`src/rtl/control_sequencer_pkg.sv`:
```
// control_sequencer_pkg
//   Shared definitions for the SAP-1 controller-sequencer: widths, control
//   word bit indices, opcodes, T-state one-hot encodings, fetch/execute
//   control words and a one-hot helper function.
package control_sequencer_pkg;

  localparam int CW_WIDTH = 12;  // control word width, fixed by the bit map
  localparam int OP_WIDTH = 4;   // opcode width (IR[7:4])
  localparam int T_COUNT  = 6;   // ring length

  // Control word bit indices (all active-high)
  localparam int CW_INC_PC = 11;
  localparam int CW_EN_PC  = 10;
  localparam int CW_LD_MAR = 9;
  localparam int CW_EN_MEM = 8;
  localparam int CW_LD_IR  = 7;
  localparam int CW_EN_IR  = 6;
  localparam int CW_LD_AR  = 5;
  localparam int CW_EN_AR  = 4;
  localparam int CW_SUB    = 3;
  localparam int CW_EN_ALU = 2;
  localparam int CW_LD_BR  = 1;
  localparam int CW_LD_OUT = 0;

  typedef logic [CW_WIDTH-1:0] cw_t;
  typedef logic [OP_WIDTH-1:0] opcode_t;
  typedef logic [T_COUNT-1:0]  t_vec_t;

  // Opcodes; anything else decodes as NOP
  localparam opcode_t OP_LDA = 4'b0000;
  localparam opcode_t OP_ADD = 4'b0001;
  localparam opcode_t OP_SUB = 4'b0010;
  localparam opcode_t OP_OUT = 4'b1110;
  localparam opcode_t OP_HLT = 4'b1111;

  // One-hot T-states, bit 0 = T1
  typedef enum logic [T_COUNT-1:0] {
    T1 = 6'b000001,
    T2 = 6'b000010,
    T3 = 6'b000100,
    T4 = 6'b001000,
    T5 = 6'b010000,
    T6 = 6'b100000
  } t_state_e;

  // Fetch words, opcode independent
  localparam cw_t CW_NONE     = 12'h000;
  localparam cw_t CW_FETCH_T1 = 12'h600;  // EN_PC | LD_MAR
  localparam cw_t CW_FETCH_T2 = 12'h800;  // INC_PC
  localparam cw_t CW_FETCH_T3 = 12'h180;  // EN_MEM | LD_IR

  // Execute words
  localparam cw_t CW_IR_TO_MAR = 12'h240;  // EN_IR | LD_MAR      (LDA/ADD/SUB T4)
  localparam cw_t CW_MEM_TO_AR = 12'h120;  // EN_MEM | LD_AR      (LDA T5)
  localparam cw_t CW_MEM_TO_BR = 12'h102;  // EN_MEM | LD_BR      (ADD/SUB T5)
  localparam cw_t CW_ALU_ADD   = 12'h024;  // LD_AR | EN_ALU      (ADD T6)
  localparam cw_t CW_ALU_SUB   = 12'h02C;  // LD_AR | SUB | EN_ALU (SUB T6)
  localparam cw_t CW_AR_TO_OUT = 12'h011;  // EN_AR | LD_OUT      (OUT T4)

  // True when exactly one bit of v is set
  function automatic logic is_one_hot(input t_vec_t v);
    return (v != 6'd0) && ((v & (v - 6'd1)) == 6'd0);
  endfunction

endpackage

```
`src/rtl/control_sequencer_if.sv`:
```
// control_sequencer_if
//   Control bus between the sequencer and the rest of the SAP-1 machine.
//   opcode       : IR[7:4], driven by the instruction register side
//   control_word : 12-bit strobe/enable word consumed by the datapath
//   t_state      : one-hot T-state, bit 0 = T1
//   halt         : machine halted until reset
//   master = sequencer, slave = IR/datapath side.
interface control_sequencer_if;
  import control_sequencer_pkg::*;

  opcode_t opcode;
  cw_t     control_word;
  t_vec_t  t_state;
  logic    halt;

  modport master (
    input  opcode,
    output control_word,
    output t_state,
    output halt
  );

  modport slave (
    output opcode,
    input  control_word,
    input  t_state,
    input  halt
  );

endinterface

```
`src/rtl/control_sequencer_ring_counter.sv`:
```
// control_sequencer_ring_counter
//   T_COUNT-bit one-hot rotator.
//   clk     : rising-edge clock
//   rst     : synchronous active-high reset, loads T1
//   hold    : freeze the current state
//   t_state : one-hot state, bit 0 = T1
//   An illegal (non one-hot) state is forced back to T1 on the next edge,
//   even while hold is asserted, so the ring cannot stay stuck.
module control_sequencer_ring_counter
  import control_sequencer_pkg::*;
(
  input  logic   clk,
  input  logic   rst,
  input  logic   hold,
  output t_vec_t t_state
);

  t_vec_t t_state_r;

  // Ring register: reset, recovery, hold or rotate left (T6 wraps to T1)
  always_ff @(posedge clk) begin
    if (rst) begin
      t_state_r <= T1;
    end else if (!is_one_hot(t_state_r)) begin
      t_state_r <= T1;
    end else if (hold) begin
      t_state_r <= t_state_r;
    end else begin
      t_state_r <= {t_state_r[T_COUNT-2:0], t_state_r[T_COUNT-1]};
    end
  end

  assign t_state = t_state_r;

endmodule

```
`src/rtl/control_sequencer.sv`:
```
// control_sequencer
//   SAP-1 controller-sequencer: decodes the T-state and opcode into the
//   12-bit control word and holds the halt flag.
//   clk : rising-edge clock
//   rst : synchronous active-high reset (priority over halt)
//   bus : control_sequencer_if.master (opcode in; control_word, t_state,
//         halt out)
module control_sequencer
  import control_sequencer_pkg::*;
(
  input  logic                clk,
  input  logic                rst,
  control_sequencer_if.master bus
);

  t_vec_t t_state_s;
  logic   halt_r;
  logic   halt_set_s;
  logic   hold_s;
  cw_t    cw_s;

  // HLT is recognised on the edge that ends T4
  assign halt_set_s = (t_state_s == T4) && (bus.opcode == OP_HLT) && !halt_r;
  // Include halt_set_s so the ring does not step on the halting edge itself
  assign hold_s     = halt_r | halt_set_s;

  control_sequencer_ring_counter u_ring (
    .clk     (clk),
    .rst     (rst),
    .hold    (hold_s),
    .t_state (t_state_s)
  );

  // Halt flag: set by HLT in T4, cleared only by reset
  always_ff @(posedge clk) begin
    if (rst) begin
      halt_r <= 1'b0;
    end else if (halt_set_s) begin
      halt_r <= 1'b1;
    end else begin
      halt_r <= halt_r;
    end
  end

  // Control word decode; an illegal T-state falls into the default (no strobes)
  always_comb begin
    cw_s = CW_NONE;
    if (halt_r) begin
      cw_s = CW_NONE;
    end else begin
      case (t_state_s)
        T1: cw_s = CW_FETCH_T1;
        T2: cw_s = CW_FETCH_T2;
        T3: cw_s = CW_FETCH_T3;
        T4: begin
          case (bus.opcode)
            OP_LDA, OP_ADD, OP_SUB: cw_s = CW_IR_TO_MAR;
            OP_OUT:                 cw_s = CW_AR_TO_OUT;
            default:                cw_s = CW_NONE;
          endcase
        end
        T5: begin
          case (bus.opcode)
            OP_LDA:         cw_s = CW_MEM_TO_AR;
            OP_ADD, OP_SUB: cw_s = CW_MEM_TO_BR;
            default:        cw_s = CW_NONE;
          endcase
        end
        T6: begin
          case (bus.opcode)
            OP_ADD:  cw_s = CW_ALU_ADD;
            OP_SUB:  cw_s = CW_ALU_SUB;
            default: cw_s = CW_NONE;
          endcase
        end
        default: cw_s = CW_NONE;
      endcase
    end
  end

  assign bus.control_word = cw_s;
  assign bus.t_state      = t_state_s;
  assign bus.halt         = halt_r;

endmodule

```
`src/flat_wrapper.sv`:
```
// flat-port wrapper written by rule: the top's interface ports become plain ports
module control_sequencer_flat import control_sequencer_pkg::*;
  (clk, rst, bus_opcode, bus_control_word, bus_t_state, bus_halt);
  control_sequencer_if bus_i ();
  input  logic clk;
  input  logic rst;
  input wire logic [$bits(bus_i.opcode)-1:0] bus_opcode;
  output wire logic [$bits(bus_i.control_word)-1:0] bus_control_word;
  output wire logic [$bits(bus_i.t_state)-1:0] bus_t_state;
  output wire logic [$bits(bus_i.halt)-1:0] bus_halt;
  assign bus_i.opcode = bus_opcode;
  assign bus_control_word = bus_i.control_word;
  assign bus_t_state = bus_i.t_state;
  assign bus_halt = bus_i.halt;
  control_sequencer u_core (.clk(clk), .rst(rst), .bus(bus_i));
endmodule
```
`config.mk`:
```
export PLATFORM = sky130hd
export DESIGN_NAME = control_sequencer_flat
export DESIGN_NICKNAME = d
export VERILOG_FILES = /design/src/rtl/control_sequencer_pkg.sv /design/src/rtl/control_sequencer_if.sv /design/src/rtl/control_sequencer_ring_counter.sv /design/src/rtl/control_sequencer.sv /design/src/flat_wrapper.sv
export SDC_FILE = /design/constraint.sdc
export NUM_CORES = 1
export LEC_CHECK = 0
export ABC_CLOCK_PERIOD_IN_PS = 1500
export CORE_MARGIN = 5
export CORE_UTILIZATION = 34
export DETAILED_ROUTE_END_ITERATION = 16
export HOLD_SLACK_MARGIN = 0.15
export PLACE_DENSITY = 0.82
export RECOVER_POWER = 25
export SYNTH_ARGS = -nofsm -noshare
export SYNTH_HDL_FRONTEND = slang
export SYNTH_SLANG_ARGS = --single-unit
```
`constraint.sdc`:
```
create_clock -name clk -period 1.5 [get_ports clk]
set_clock_uncertainty 0.05 [all_clocks]
set_input_delay 0.3 -clock clk [delete_from_list [all_inputs] [get_ports clk]]
set_output_delay 0.3 -clock clk [all_outputs]
set_load 0.03 [all_outputs]
```
==> metrics.txt <==
status=complete, but fails checks; failing checks=setup timing; #FFs+latches synth=7; Pre-antenna DRT Iters=4; fin util=0.897; Max clock buf depth=2; maxcap violations=0; global-route wire length before repair=3800 um; IO Count=25; gr usage total=0.198; Core Area=1350 um^2; Most used DFF post-synth=dfxtp_1; wire length per cell=17.5 um; RR Startpoint=u_core.u_ring.t_state[2]; worst hold path type=register to register; WS Path Type=register to output port; Clk Latency, worst-skew pair=0.25 ns; initial antenna violation count=0; clk slew on worst S/H paths=0.05 ns; CP bufs+invs=2; synthesized area per cell=7.64 um^2; drt initial violations=17; layout cells sized above 1=0.714; crit-path max cell delay=0.36 ns; Inserted Clock Buffers=3; Chip Height=48.5 um; Final Hold Viols=0; Static Leak=0.537 nW; placed insts=124; Async S/R FF share, synth=0; setup repair after global routing missed its margin=yes; vias per cell=5.25; register area share after synthesis=0.278; Slew HR=0.793; Min-Delay Endpoint=u_core.u_ring.t_state[5]; multiplexer share of the synthesized area=0.0993; fin crit period=1.80 ns; Setup-failing EPs final=18; ant diodes=0; Root Buffer=clkbuf_4; Worst Setup Start Kind=register; R2R setup slack=-0.28 ns; largest family of logic cells by synthesized area=simple AND/OR/NAND/NOR gates; die width=48.5 um; Final nets=between 100 and 150; Crit path max-delay family=simple AND/OR/NAND/NOR gates; number of port buffers=24; Finished Layout Cells=approximately 130; Max VDD drop=1440 uV; TritonCTS clock tree=yes; CTS H-tree depth=1; Post-synth EDFFs=0; post-synthesis cell count=66; final slew viol count=0; total clock sinks=7; post-synthesis xor/xnor area fraction=0.0174; Post-Synth Simple-Gate Area=0.459; post-DP HPWL=1480 um; count leader, synth=nor2_1; synth cell count leaders=11 x nor2_1, 7 x dfxtp_1, 7 x nand2_1, 7 x nor3_1, 5 x mux2i_1; Compound-Gate Fraction of Synth Area=0.107; critical-path cell list=nor4_4 > buf_4 > nand2_4 > nor3_4 > buf_6; vias in the first global route=a little under 800; critical path's slowest cell=dfxtp_4; RD Place Congestion=~0.77; Adder-Cell Fraction of Synth Area=0; largest net degree at the start of global routing=9; Mapped Nets=just over 70; worst setup path start=u_core.u_ring.t_state[2]; grt total ovfl=0; post-synth top area share=0.278; final WL=2340 um; Arrival @ worst endpoint=1.45 ns; fmax=555 MHz; YS warnings=0; WP data required=1.15 ns; Hold Startpoint=u_core.u_ring.t_state[5]; crit path max fanout=4; Initial Util=0.373; die area=between 2000 and 2500 um^2; worst setup margin=-0.303 ns; Unique masters post-synth=23; reg-to-reg endpoint=u_core.u_ring.t_state[0]; R2R cell count=6; Residual DRC=0; Power Dens Cells=1420 nW/um^2; Min-Delay Path Depth=2; Synth Cell Area=504 um^2; Area contributors post-synth=dfxtp_1 28%, mux2i_1 9.9%, nor2_1 8.2%; Syn-to-layout area delta=140%; worst slew pin tran=around 0.31 ns; Final ANT Viol Nets=0; Site Rows=13; Synth area leader=dfxtp_1; Vias=approximately 700; part of the cycle the worst path needs=1.20; Crit. End Element=output port
## flip-flops by register name (all words and copies together), names as in the netlist
signal                 count
u_core.u_ring.t_state      6
u_core.bus.halt            1
## logic make-up (layout without fill, tap and decap cells)
logic type             count (synthesis)  in the layout
multiplexers                           5              5
buffers and inverters                  4             57
flip-flops                             7              7
AND/OR/NAND/NOR                       42             42
AO/OA/AOI/OAI                          7              7
XOR/XNOR                               1              1
## final cells by class
| class | count | area (um^2) |
|---|---|---|
| Tap cell | 15 | 18.8 |
| Multi-Input combinational cell | 55 | 520 |
| Sequential cell | 7 | 166 |
| Fill cell | 55 | 139 |
| Clock buffer | 4 | 26.3 |
| Timing Repair Buffer | 53 | 479 |
## per-layer routing
metal	part of all wire	track usage	vias up
li1	-	-	347
met1	0.43	0.238	333
met2	0.52	0.352	19
met3	0.032	0.0183	4
met4	0.017	0.0852	0
met5	0	0	-
## power breakdown
part	internal [mW]	switching (mW)
combinational	0.628	0.614
clock	0.101	0.0690
sequential	0.238	0.0631
total	0.968	0.746
## cells in the final DEF, fill, tap and decap left out, types with 2 or more instances in the layout
| cell | netlist | final |
|---|---|---|
| dfxtp_4 | 0 | 7 |
| and3_4 | 0 | 2 |
| a211o_1 | 2 | 2 |
| buf_4 | 1 | 26 |
| buf_6 | 0 | 19 |
| nand2_1 | 7 | 5 |
| nand2b_1 | 3 | 2 |
| nor2_2 | 0 | 5 |
| nor2_4 | 0 | 4 |
| clkbuf_4 | 0 | 3 |
| nor2_1 | 11 | 2 |
| clkdlybuf4s15_1 | 0 | 2 |
| mux2i_1 | 5 | 5 |
| nor2b_1 | 3 | 3 |
| dlygate4sd2_1 | 0 | 4 |
| nor3_4 | 0 | 5 |
| nor3_1 | 7 | 2 |
## worst max path at each step
stage,cells past startpoint,slack (ns),endpoint
finish,5,-0.30,bus_control_word[3]
global route,5,-0.37,bus_control_word[3]
CTS,5,-0.28,bus_control_word[1]
detailed placement,6,-0.53,bus_control_word[9]
global placement,6,-0.50,bus_control_word[9]
floorplan,5,-0.24,bus_control_word[9]
## stage by stage
stage	hold WS, ns	setup WS [ns]	total power, mW	setup TNS (ns)	instance area, um^2
after CTS	0.551	-0.280	1.66	-3.81	1190
after floorplan	0.313	-0.241	0.876	-1.21	662
after detailed placement	0.542	-0.526	1.26	-4.69	990
after global routing	0.578	-0.370	1.81	-5.63	1210
after global placement	0.526	-0.497	1.24	-4.26	990
final	0.551	-0.303	1.71	-4.37	1210
## timing repair
action,4_1_cts,5_1_grt
setup buffers,5,1
hold buffers,0,0
pin swaps,13,5
setup endpoints to repair,20,18
cloned,0,0
resized for setup,41,6
## worst register-to-register path: stages, from the launching register on
cell	delay, ns
dfxtp_4	0.36
nor4_4	0.29
buf_4	0.20
buf_4	0.12
mux2i_1	0.07
a211o_1	0.34
a211o_1	0.24
Power figures use the tool's default switching activity.
